File: src/rtl/mccu_fsm.sv
// Multicycle MIPS control unit: registered state, outputs decoded each cycle; CPI 2..5 with no wait states.
// Optional MCCU_MEM_WAIT_EN: IF/MEM stall on mem_ready with a WAIT_MAX timeout that raises mem_err.
module mccu_fsm #(
  parameter int WAIT_MAX = 15
) (
  input  logic       clk,
  input  logic       clrn,
  input  logic [5:0] op,
  input  logic [5:0] func,
  input  logic       z,
  input  logic       mem_ready,
  output logic       wpc,
  output logic       wir,
  output logic       wmem,
  output logic       wreg,
  output logic       iord,
  output logic       regrt,
  output logic       m2reg,
  output logic       jal,
  output logic       shift,
  output logic       sext,
  output logic       alusrca,
  output logic [1:0] alusrcb,
  output logic [3:0] aluc,
  output logic [1:0] pcsrc,
  output logic [2:0] state,
  output logic       mem_err
);

  localparam logic [2:0] S_IF  = 3'd0;
  localparam logic [2:0] S_ID  = 3'd1;
  localparam logic [2:0] S_EXE = 3'd2;
  localparam logic [2:0] S_MEM = 3'd3;
  localparam logic [2:0] S_WB  = 3'd4;

  logic r_type;
  logic i_add, i_sub, i_and, i_or, i_xor, i_sll, i_srl, i_sra, i_jr;
  logic i_addi, i_andi, i_ori, i_xori, i_lui, i_lw, i_sw, i_beq, i_bne, i_j, i_jal;
  logic i_shift, r_alu, i_imm, i_br, known;

  assign r_type = (op == 6'b000000);
  assign i_add  = r_type & (func == 6'b100000);
  assign i_sub  = r_type & (func == 6'b100010);
  assign i_and  = r_type & (func == 6'b100100);
  assign i_or   = r_type & (func == 6'b100101);
  assign i_xor  = r_type & (func == 6'b100110);
  assign i_sll  = r_type & (func == 6'b000000);
  assign i_srl  = r_type & (func == 6'b000010);
  assign i_sra  = r_type & (func == 6'b000011);
  assign i_jr   = r_type & (func == 6'b001000);
  assign i_addi = (op == 6'b001000);
  assign i_andi = (op == 6'b001100);
  assign i_ori  = (op == 6'b001101);
  assign i_xori = (op == 6'b001110);
  assign i_lui  = (op == 6'b001111);
  assign i_lw   = (op == 6'b100011);
  assign i_sw   = (op == 6'b101011);
  assign i_beq  = (op == 6'b000100);
  assign i_bne  = (op == 6'b000101);
  assign i_j    = (op == 6'b000010);
  assign i_jal  = (op == 6'b000011);

  assign i_shift = i_sll | i_srl | i_sra;
  assign r_alu   = i_add | i_sub | i_and | i_or | i_xor | i_shift;
  assign i_imm   = i_addi | i_andi | i_ori | i_xori | i_lui;
  assign i_br    = i_beq | i_bne;
  assign known   = r_alu | i_jr | i_imm | i_lw | i_sw | i_br | i_j | i_jal;

  // Sign extension is needed both for the branch target in ID and the immediate in EXE.
  assign sext = i_addi | i_lw | i_sw | i_beq | i_bne;

  logic [3:0] alu_code;
  always_comb begin
    alu_code = 4'b0000;
    if (i_sub)                          alu_code = 4'b0100;
    else if (i_and | i_andi)            alu_code = 4'b0001;
    else if (i_or | i_ori)              alu_code = 4'b0101;
    else if (i_xor | i_xori | i_br)     alu_code = 4'b0010;
    else if (i_lui)                     alu_code = 4'b0110;
    else if (i_sll)                     alu_code = 4'b0011;
    else if (i_srl)                     alu_code = 4'b0111;
    else if (i_sra)                     alu_code = 4'b1111;
  end

  logic mem_ok;
  logic timeout;

`ifdef MCCU_MEM_WAIT_EN
  localparam int CNT_W = $clog2(WAIT_MAX + 1);
  logic [CNT_W-1:0] wait_cnt;
  logic             mem_err_q;
  logic             mem_acc;
  logic [2:0]       state_nxt_w;

  assign mem_acc = (state == S_IF) | ((state == S_MEM) & (i_lw | i_sw));
  assign mem_ok  = mem_ready;
  assign timeout = mem_acc & ~mem_ready & (wait_cnt == CNT_W'(WAIT_MAX - 1));

  // Counter restarts whenever a state is (re)entered, including IF after a timeout.
  always_ff @(posedge clk or negedge clrn) begin
    if (!clrn) begin
      wait_cnt  <= '0;
      mem_err_q <= 1'b0;
    end else begin
      mem_err_q <= timeout;
      if ((state_nxt_w != state) || timeout)
        wait_cnt <= '0;
      else if (mem_acc & ~mem_ready)
        wait_cnt <= wait_cnt + CNT_W'(1);
    end
  end
  assign mem_err = mem_err_q;
`else
  logic unused_cfg;
  assign unused_cfg = mem_ready | (WAIT_MAX == 0);
  assign mem_ok  = 1'b1;
  assign timeout = 1'b0;
  assign mem_err = 1'b0;
`endif

  logic [2:0] state_nxt;
  logic       wpc_en, wir_en, wmem_en, wreg_en;

  always_comb begin
    state_nxt = state;
    wpc_en    = 1'b0;
    wir_en    = 1'b0;
    wmem_en   = 1'b0;
    wreg_en   = 1'b0;
    iord      = 1'b0;
    regrt     = 1'b0;
    m2reg     = 1'b0;
    jal       = 1'b0;
    shift     = 1'b0;
    alusrca   = 1'b0;
    alusrcb   = 2'b00;
    aluc      = 4'b0000;
    pcsrc     = 2'b00;
    case (state)
      S_IF: begin
        alusrcb = 2'b01;
        if (timeout) begin
          state_nxt = S_IF;
        end else if (mem_ok) begin
          wir_en    = 1'b1;
          wpc_en    = 1'b1;
          state_nxt = S_ID;
        end
      end
      S_ID: begin
        alusrcb = 2'b11;
        if (i_j | i_jal) begin
          wpc_en    = 1'b1;
          pcsrc     = 2'b11;
          wreg_en   = i_jal;
          jal       = i_jal;
          state_nxt = S_IF;
        end else if (i_jr) begin
          wpc_en    = 1'b1;
          pcsrc     = 2'b10;
          state_nxt = S_IF;
        end else if (known) begin
          state_nxt = S_EXE;
        end else begin
          state_nxt = S_IF;
        end
      end
      S_EXE: begin
        alusrca = 1'b1;
        alusrcb = (r_type | i_br) ? 2'b00 : 2'b10;
        aluc    = alu_code;
        shift   = i_shift;
        if (i_br) begin
          if ((i_beq & z) | (i_bne & ~z)) begin
            wpc_en = 1'b1;
            pcsrc  = 2'b01;
          end
          state_nxt = S_IF;
        end else if (i_lw | i_sw) begin
          state_nxt = S_MEM;
        end else begin
          state_nxt = S_WB;
        end
      end
      S_MEM: begin
        iord = 1'b1;
        if (timeout) begin
          state_nxt = S_IF;
        end else if (i_sw) begin
          // Write strobe stays up across a stall; the access ends when memory reports ready.
          wmem_en = 1'b1;
          if (mem_ok) state_nxt = S_IF;
        end else if (i_lw) begin
          if (mem_ok) state_nxt = S_WB;
        end else begin
          state_nxt = S_IF;
        end
      end
      S_WB: begin
        wreg_en   = 1'b1;
        regrt     = i_imm | i_lw;
        m2reg     = i_lw;
        state_nxt = S_IF;
      end
      default: state_nxt = S_IF;
    endcase
  end

`ifdef MCCU_MEM_WAIT_EN
  assign state_nxt_w = state_nxt;
`endif

  always_ff @(posedge clk or negedge clrn) begin
    if (!clrn) state <= S_IF;
    else       state <= state_nxt;
  end

  // Architectural writes are suppressed for as long as reset is held.
  assign wpc  = wpc_en  & clrn;
  assign wir  = wir_en  & clrn;
  assign wmem = wmem_en & clrn;
  assign wreg = wreg_en & clrn;

endmodule

File: config.mk
export PLATFORM = sky130hd
export DESIGN_NAME = mccu_fsm
export DESIGN_NICKNAME = d
export VERILOG_FILES = /design/src/rtl/mccu_fsm.sv
export SDC_FILE = /design/constraint.sdc
export NUM_CORES = 1
export LEC_CHECK = 0
export CORE_MARGIN = 4
export CORE_UTILIZATION = 37
export DETAILED_ROUTE_END_ITERATION = 8
export GPL_TIMING_DRIVEN = 0
export PLACE_DENSITY = 0.79
export SLEW_MARGIN = 40
export SYNTH_ARGS = -nofsm -noshare
export SYNTH_HDL_FRONTEND = slang
export SYNTH_SLANG_ARGS = --single-unit
export TNS_END_PERCENT = 30
File: constraint.sdc
create_clock -name clk -period 2.1 [get_ports clk]
set_input_delay 0.21 -clock clk [delete_from_list [all_inputs] [get_ports clk]]
set_output_delay 0.21 -clock clk [all_outputs]
set_load 0.05 [all_outputs]
Word-level counts from Yosys, hierarchy flattened
Cells that the tools add are included.
{"block": "word_totals", "mem_bits_ro": 0, "latch_bits": 0, "inputBits": 16, "n_memories": 0, "ramBits": 0, "register_bits": 3}
{"block": "op_classes", "addsub": 0, "bitwise_logic": 48, "n_mul": 0, "n_mux": 40, "eq_ne": 23, "order_cmp": 0, "n_reduce_logical": 3, "shifts": 0, "n_div": 0}
{"op": "6-bit == test (second input constant)", "n": 7}
{"op": "6-bit by 4-bit == test with 1-bit output (second input constant)", "n": 6}
{"op": "4-bit 2-to-1 mux", "n": 9}
{"op": "1-bit bitwise OR", "n": 32}
{"op": "6-bit by 2-bit == test with 1-bit output (second input constant)", "n": 4}
{"op": "1-bit 2-to-1 mux", "n": 16}
{"op": "1-bit AND", "n": 15}
{"op": "6-bit by 3-bit == test with 1-bit output (second input constant)", "n": 2}
{"op": "6-bit logical NOT", "n": 2}
{"op": "2-bit 2-to-1 mux", "n": 6}
{"op": "3-bit 2-to-1 mux", "n": 4}
{"op": "3-bit case mux with 4 select lines", "n": 1}
{"op": "3-bit by 2-bit == test with 1-bit output (second input constant)", "n": 2}
{"op": "2-bit case mux with 3 select lines", "n": 1}
{"op": "2-bit case mux with 2 select lines", "n": 1}
{"op": "3-bit by 1-bit == test with 1-bit output (second input constant)", "n": 1}
{"op": "3-bit == test (second input constant)", "n": 1}
{"op": "3-bit logical NOT", "n": 1}
{"op": "1-bit case mux with 3 select lines", "n": 1}
{"op": "1-bit case mux with 2 select lines", "n": 1}
{"op": "1-bit NOT", "n": 1}

Logic depth before layout (Yosys ltp)
{"block": "depth", "ltp_word": 18, "mapped_depth": 6, "ltp_nobuf": 5}

Worst setup path before layout
No wires, ideal clock.
{"block": "synth_path", "path_type": "input to output", "from": "input op[3]", "to": "output aluc[3]", "slack_ns": -1.162, "cell_stages": 4, "arrival_time_ns": 3.052, "path_buffers": 1, "cell_sequence": "buf_6 -> or4_4 -> or4_1 -> nor4b_1"}
{"block": "synth_between", "elab_chain_len": 11}
{"element": "start, declared", "line": "8", "rtl": "input logic [5:0] op,"}
{"element": "6-bit logical NOT", "line": "41", "rtl": "assign r_type = (op == 6'b000000);"}
{"element": "1-bit AND", "line": "49", "rtl": "assign i_sra = r_type & (func == 6'b000011);"}
{"element": "4-bit 2-to-1 mux", "line": "82", "rtl": "else if (i_sra) alu_code = 4'b1111;"}
{"element": "4-bit 2-to-1 mux", "line": "81", "rtl": "else if (i_srl) alu_code = 4'b0111;"}
{"element": "4-bit 2-to-1 mux", "line": "80", "rtl": "else if (i_sll) alu_code = 4'b0011;"}
{"element": "4-bit 2-to-1 mux", "line": "79", "rtl": "else if (i_lui) alu_code = 4'b0110;"}
{"element": "4-bit 2-to-1 mux", "line": "78", "rtl": "else if (i_xor | i_xori | i_br) alu_code = 4'b0010;"}
{"element": "4-bit 2-to-1 mux", "line": "77", "rtl": "else if (i_or | i_ori) alu_code = 4'b0101;"}
{"element": "4-bit 2-to-1 mux", "line": "76", "rtl": "else if (i_and | i_andi) alu_code = 4'b0001;"}
{"element": "4-bit 2-to-1 mux (*)", "line": "75", "rtl": "if (i_sub) alu_code = 4'b0100;"}
{"element": "4-bit 2-to-1 mux (*)", "line": "139", "rtl": "case (state)"}
{"element": "end, declared", "line": "24", "rtl": "output logic [3:0] aluc,"}
Every way passes the cells marked *; elsewhere a longest branch is shown, timed or not.

Final worst setup path
{"block": "layout_path", "from": "input op[5]", "to": "output aluc[0]"}
The elaborated chain is that of the path after synthesis.

==> results.sh <==
export IMPL_nFillCells=138
export IMPL_dieArea_sq_um=2520
export IMPL_post_route_period_util_pct=103
export IMPL_pwr_share_clk_pct=15.1
export IMPL_place_inst=154
export IMPL_cp_max_fo=7
export IMPL_start_kind="primary input"
export IMPL_syn_area_per_cell_sq_um=6.66
export IMPL_antenna_cells=0
export IMPL_synthCells=99
export IMPL_synth_nets=115
export IMPL_core_rowCount=14
export IMPL_cts_buffers_inserted=3
export IMPL_rsz0062_at_grt="yes"
export IMPL_ys_seq_area_share_pct=11.4
export IMPL_io_pins=39
export IMPL_gp_congestion=0.767
export IMPL_syn_area_sq_um=659
export IMPL_path_clk_slew_ns=0.04
export IMPL_clkLatencyLatePin_ns=0.23
export IMPL_yosysUniqueCellTypes=38
export IMPL_largest_reg_flops=3
export IMPL_finalWorstSetupSlack_ns=-0.0630
export IMPL_dp_final_hpwl_mm=1.60
export IMPL_ant_nets=0
export IMPL_cellPowerDensity_nw_per_um2=584
export IMPL_cts_sinks=3
export IMPL_die_x_um=50.2
export IMPL_htree_levels=1
export IMPL_hold_path_class="in2async"
export IMPL_ys_ff_latch=3
export IMPL_initial_core_util_pct=41.4
export IMPL_end_kind="primary output"
export IMPL_grt_pass1_wl_mm=3.63
export IMPL_final_cells=164
export IMPL_async_reset_ff_share_pct=100
export IMPL_path_class="in2out"
export IMPL_required_ns=1.89
export IMPL_switchingPower_uw=358
export IMPL_status="finished, violations left"
export IMPL_track_usage_pct=17.9
export IMPL_cts_tree="done"
export IMPL_largest_register="state"
export IMPL_synth_edff_count=0
export IMPL_leakage_nw=0.454
export IMPL_finalHoldViolCount=0
export IMPL_setup_violations=3
export IMPL_layout_nets=157
export IMPL_sw_frac_of_total_pct=54.3
export IMPL_drc=0
export IMPL_synth_warnings=0
export IMPL_max_slew_margin_rel_pct=66.1
export IMPL_drive_gt1_share_pct=37.9
export IMPL_final_cell_mix="nand2b_1 (11), buf_4 (11), nand2_1 (7), nor2_1 (7), dlygate4sd2_1 (7)"
export IMPL_max_freq_ghz=0.462
export IMPL_grt_start_max_net_pins=11
export IMPL_port_buffer_count=31
export IMPL_cellInternalPower_uw=302
export IMPL_drv_slew=0
export IMPL_violations="setup timing"
export IMPL_vias_per_cell=5.50
export IMPL_gr_total_overflow=0
export IMPL_vias=902
export IMPL_drt_iter0_drc=24
export IMPL_crit_arrival_ns=1.95
export IMPL_die_h_um=50.2
export IMPL_grt_pass1_vias=793
export IMPL_core_area_sq_um=1590
export IMPL_share_comb_of_total_power_pct=72.0
export IMPL_reg_top3="state x3"
export IMPL_clockRootBuffer="clkbuf_4"
export IMPL_ys_flop_type="dfrtp_1"
export IMPL_synthToLayoutAreaGrowth_pct=71.2
export IMPL_p_seq_share_pct=12.9
export IMPL_fin_crit_ns=2.16
export IMPL_pre_cts_ws_ns=-1.23
export IMPL_worst_ir_drop_vdd_mv=0.745
export IMPL_antenna_found_initial=0
export IMPL_holdWs_ns=0.217
export IMPL_finalWirelength_mm=2.27
export IMPL_clock_skew_ns=0.00487
export IMPL_dr_pass1_iters=5
export IMPL_wl_per_cell_um=13.8
export IMPL_drv_cap=0
export IMPL_clock_path_buffers=2
export IMPL_tightest_slew_ns=0.508
==> worst max-delay path, cell delays in order <==
cell and delay [ns]:
buf_2 0.15, or4_4 0.55, nor3_4 0.20, or4b_4 0.51
a31oi_4 0.15, buf_6 0.18
==> stage by stage <==
stage          utilization (%)  total power, mW  area (sq um)  TNS (ns)
2_1_floorplan                -            0.409           702     -4.74
4_1_cts                   70.4            0.660          1120    -0.123
6_report                  70.8            0.660          1130    -0.112
5_1_grt                   70.8            0.699          1130    -0.384
3_5_place_dp              65.4            0.557          1040    -11.93
3_3_place_gp              65.4            0.553          1040    -11.70
==> Yosys cell counts (2+ instances only) <==
library cell  instances  area, sq um
nand2_1               7         26.3
nor2b_1               3         18.8
nand2b_1             11         68.8
o21ai_0               5         25.0
or3_1                 3         18.8
clkbuf_1              6         22.5
inv_1                 3         11.3
nor3_1                4         20.0
and2_1                2         12.5
dfrtp_1               3         75.1
nand3b_1              2         15.0
a31oi_1               2         12.5
nand4b_1              3         26.3
nand3_1               2         10.0
a21oi_1               6         30.0
nor2_1                9         33.8
a211oi_1              2         15.0
nor4b_1               2         17.5
nor4_1                3         18.8
or2_2                 3         18.8
==> path summary, 6_finish.rpt <==
| path | start | endpoint | slack, ns | depth (start not counted) |
|---|---|---|---|---|
| worst max-delay path | op[5] | aluc[0] | -0.06 | 6 |
| worst min-delay path | clrn | state[1] | 0.22 | 1 |
| worst max register to register | state[0] | state[1] | 0.56 | 4 |
| worst min register to register | state[2] | state[0] | 0.54 | 1 |
| max in group asynchronous | clrn | state[2] | 1.65 | 1 |
| min in group clk | op[3] | state[2] | 0.32 | 4 |
==> metal layers <==
| metal | wire length, um | global-route usage, % |
|---|---|---|
| met2 | 1120 | 30.0 |
| met5 | 0 | 0 |
| met1 | 985 | 24.5 |
| met4 | 0 | 1.38 |
| met3 | 161 | 3.85 |
==> repair_timing <==
action | in CTS | in global routing
setup endpoints to repair | 18 | 12
gates resized for setup | 83 | 21
hold buffers | 0 | 0
pin swaps | 7 | 4
setup buffers | 6 | 1
==> layout make-up <==
class	instances	area (sq um)	share of cell area (%)
plain buffers	8	43.8	3.88
clock buffers	4	26.3	2.33
inverters	3	11.3	0.998
multi-input cells	84	623	55.2
flip-flops and latches	3	77.6	6.87
well taps	24	30.0	2.66
repair buffers	38	317	28.0
==> cells by family (layout without fill, tap and decap cells) <==
family	count (synthesis)	after routing	synth area share, %
DFF	3	3	11.4
and+or+nand+nor	59	59	54.7
muxes	1	1	1.52
xor gates and xnor gates	1	1	1.33
other	1	1	0.569
buffers and inverters	12	53	8.73
AOI/OAI and AO/OA	22	22	21.8
==> power by group through the flow <==
| stage | Combinational, mW | Sequential (mW) | Clock [mW] |
|---|---|---|---|
| 6_report | 0.475 | 0.0849 | 0.0997 |
| 3_5_place_dp | 0.471 | 0.0857 | 0 |
| 5_1_grt | 0.499 | 0.0867 | 0.114 |
| 4_1_cts | 0.473 | 0.0843 | 0.103 |
| 2_1_floorplan | 0.278 | 0.131 | 0 |
| 3_3_place_gp | 0.467 | 0.0859 | 0 |
Power figures use the tool's default switching activity.
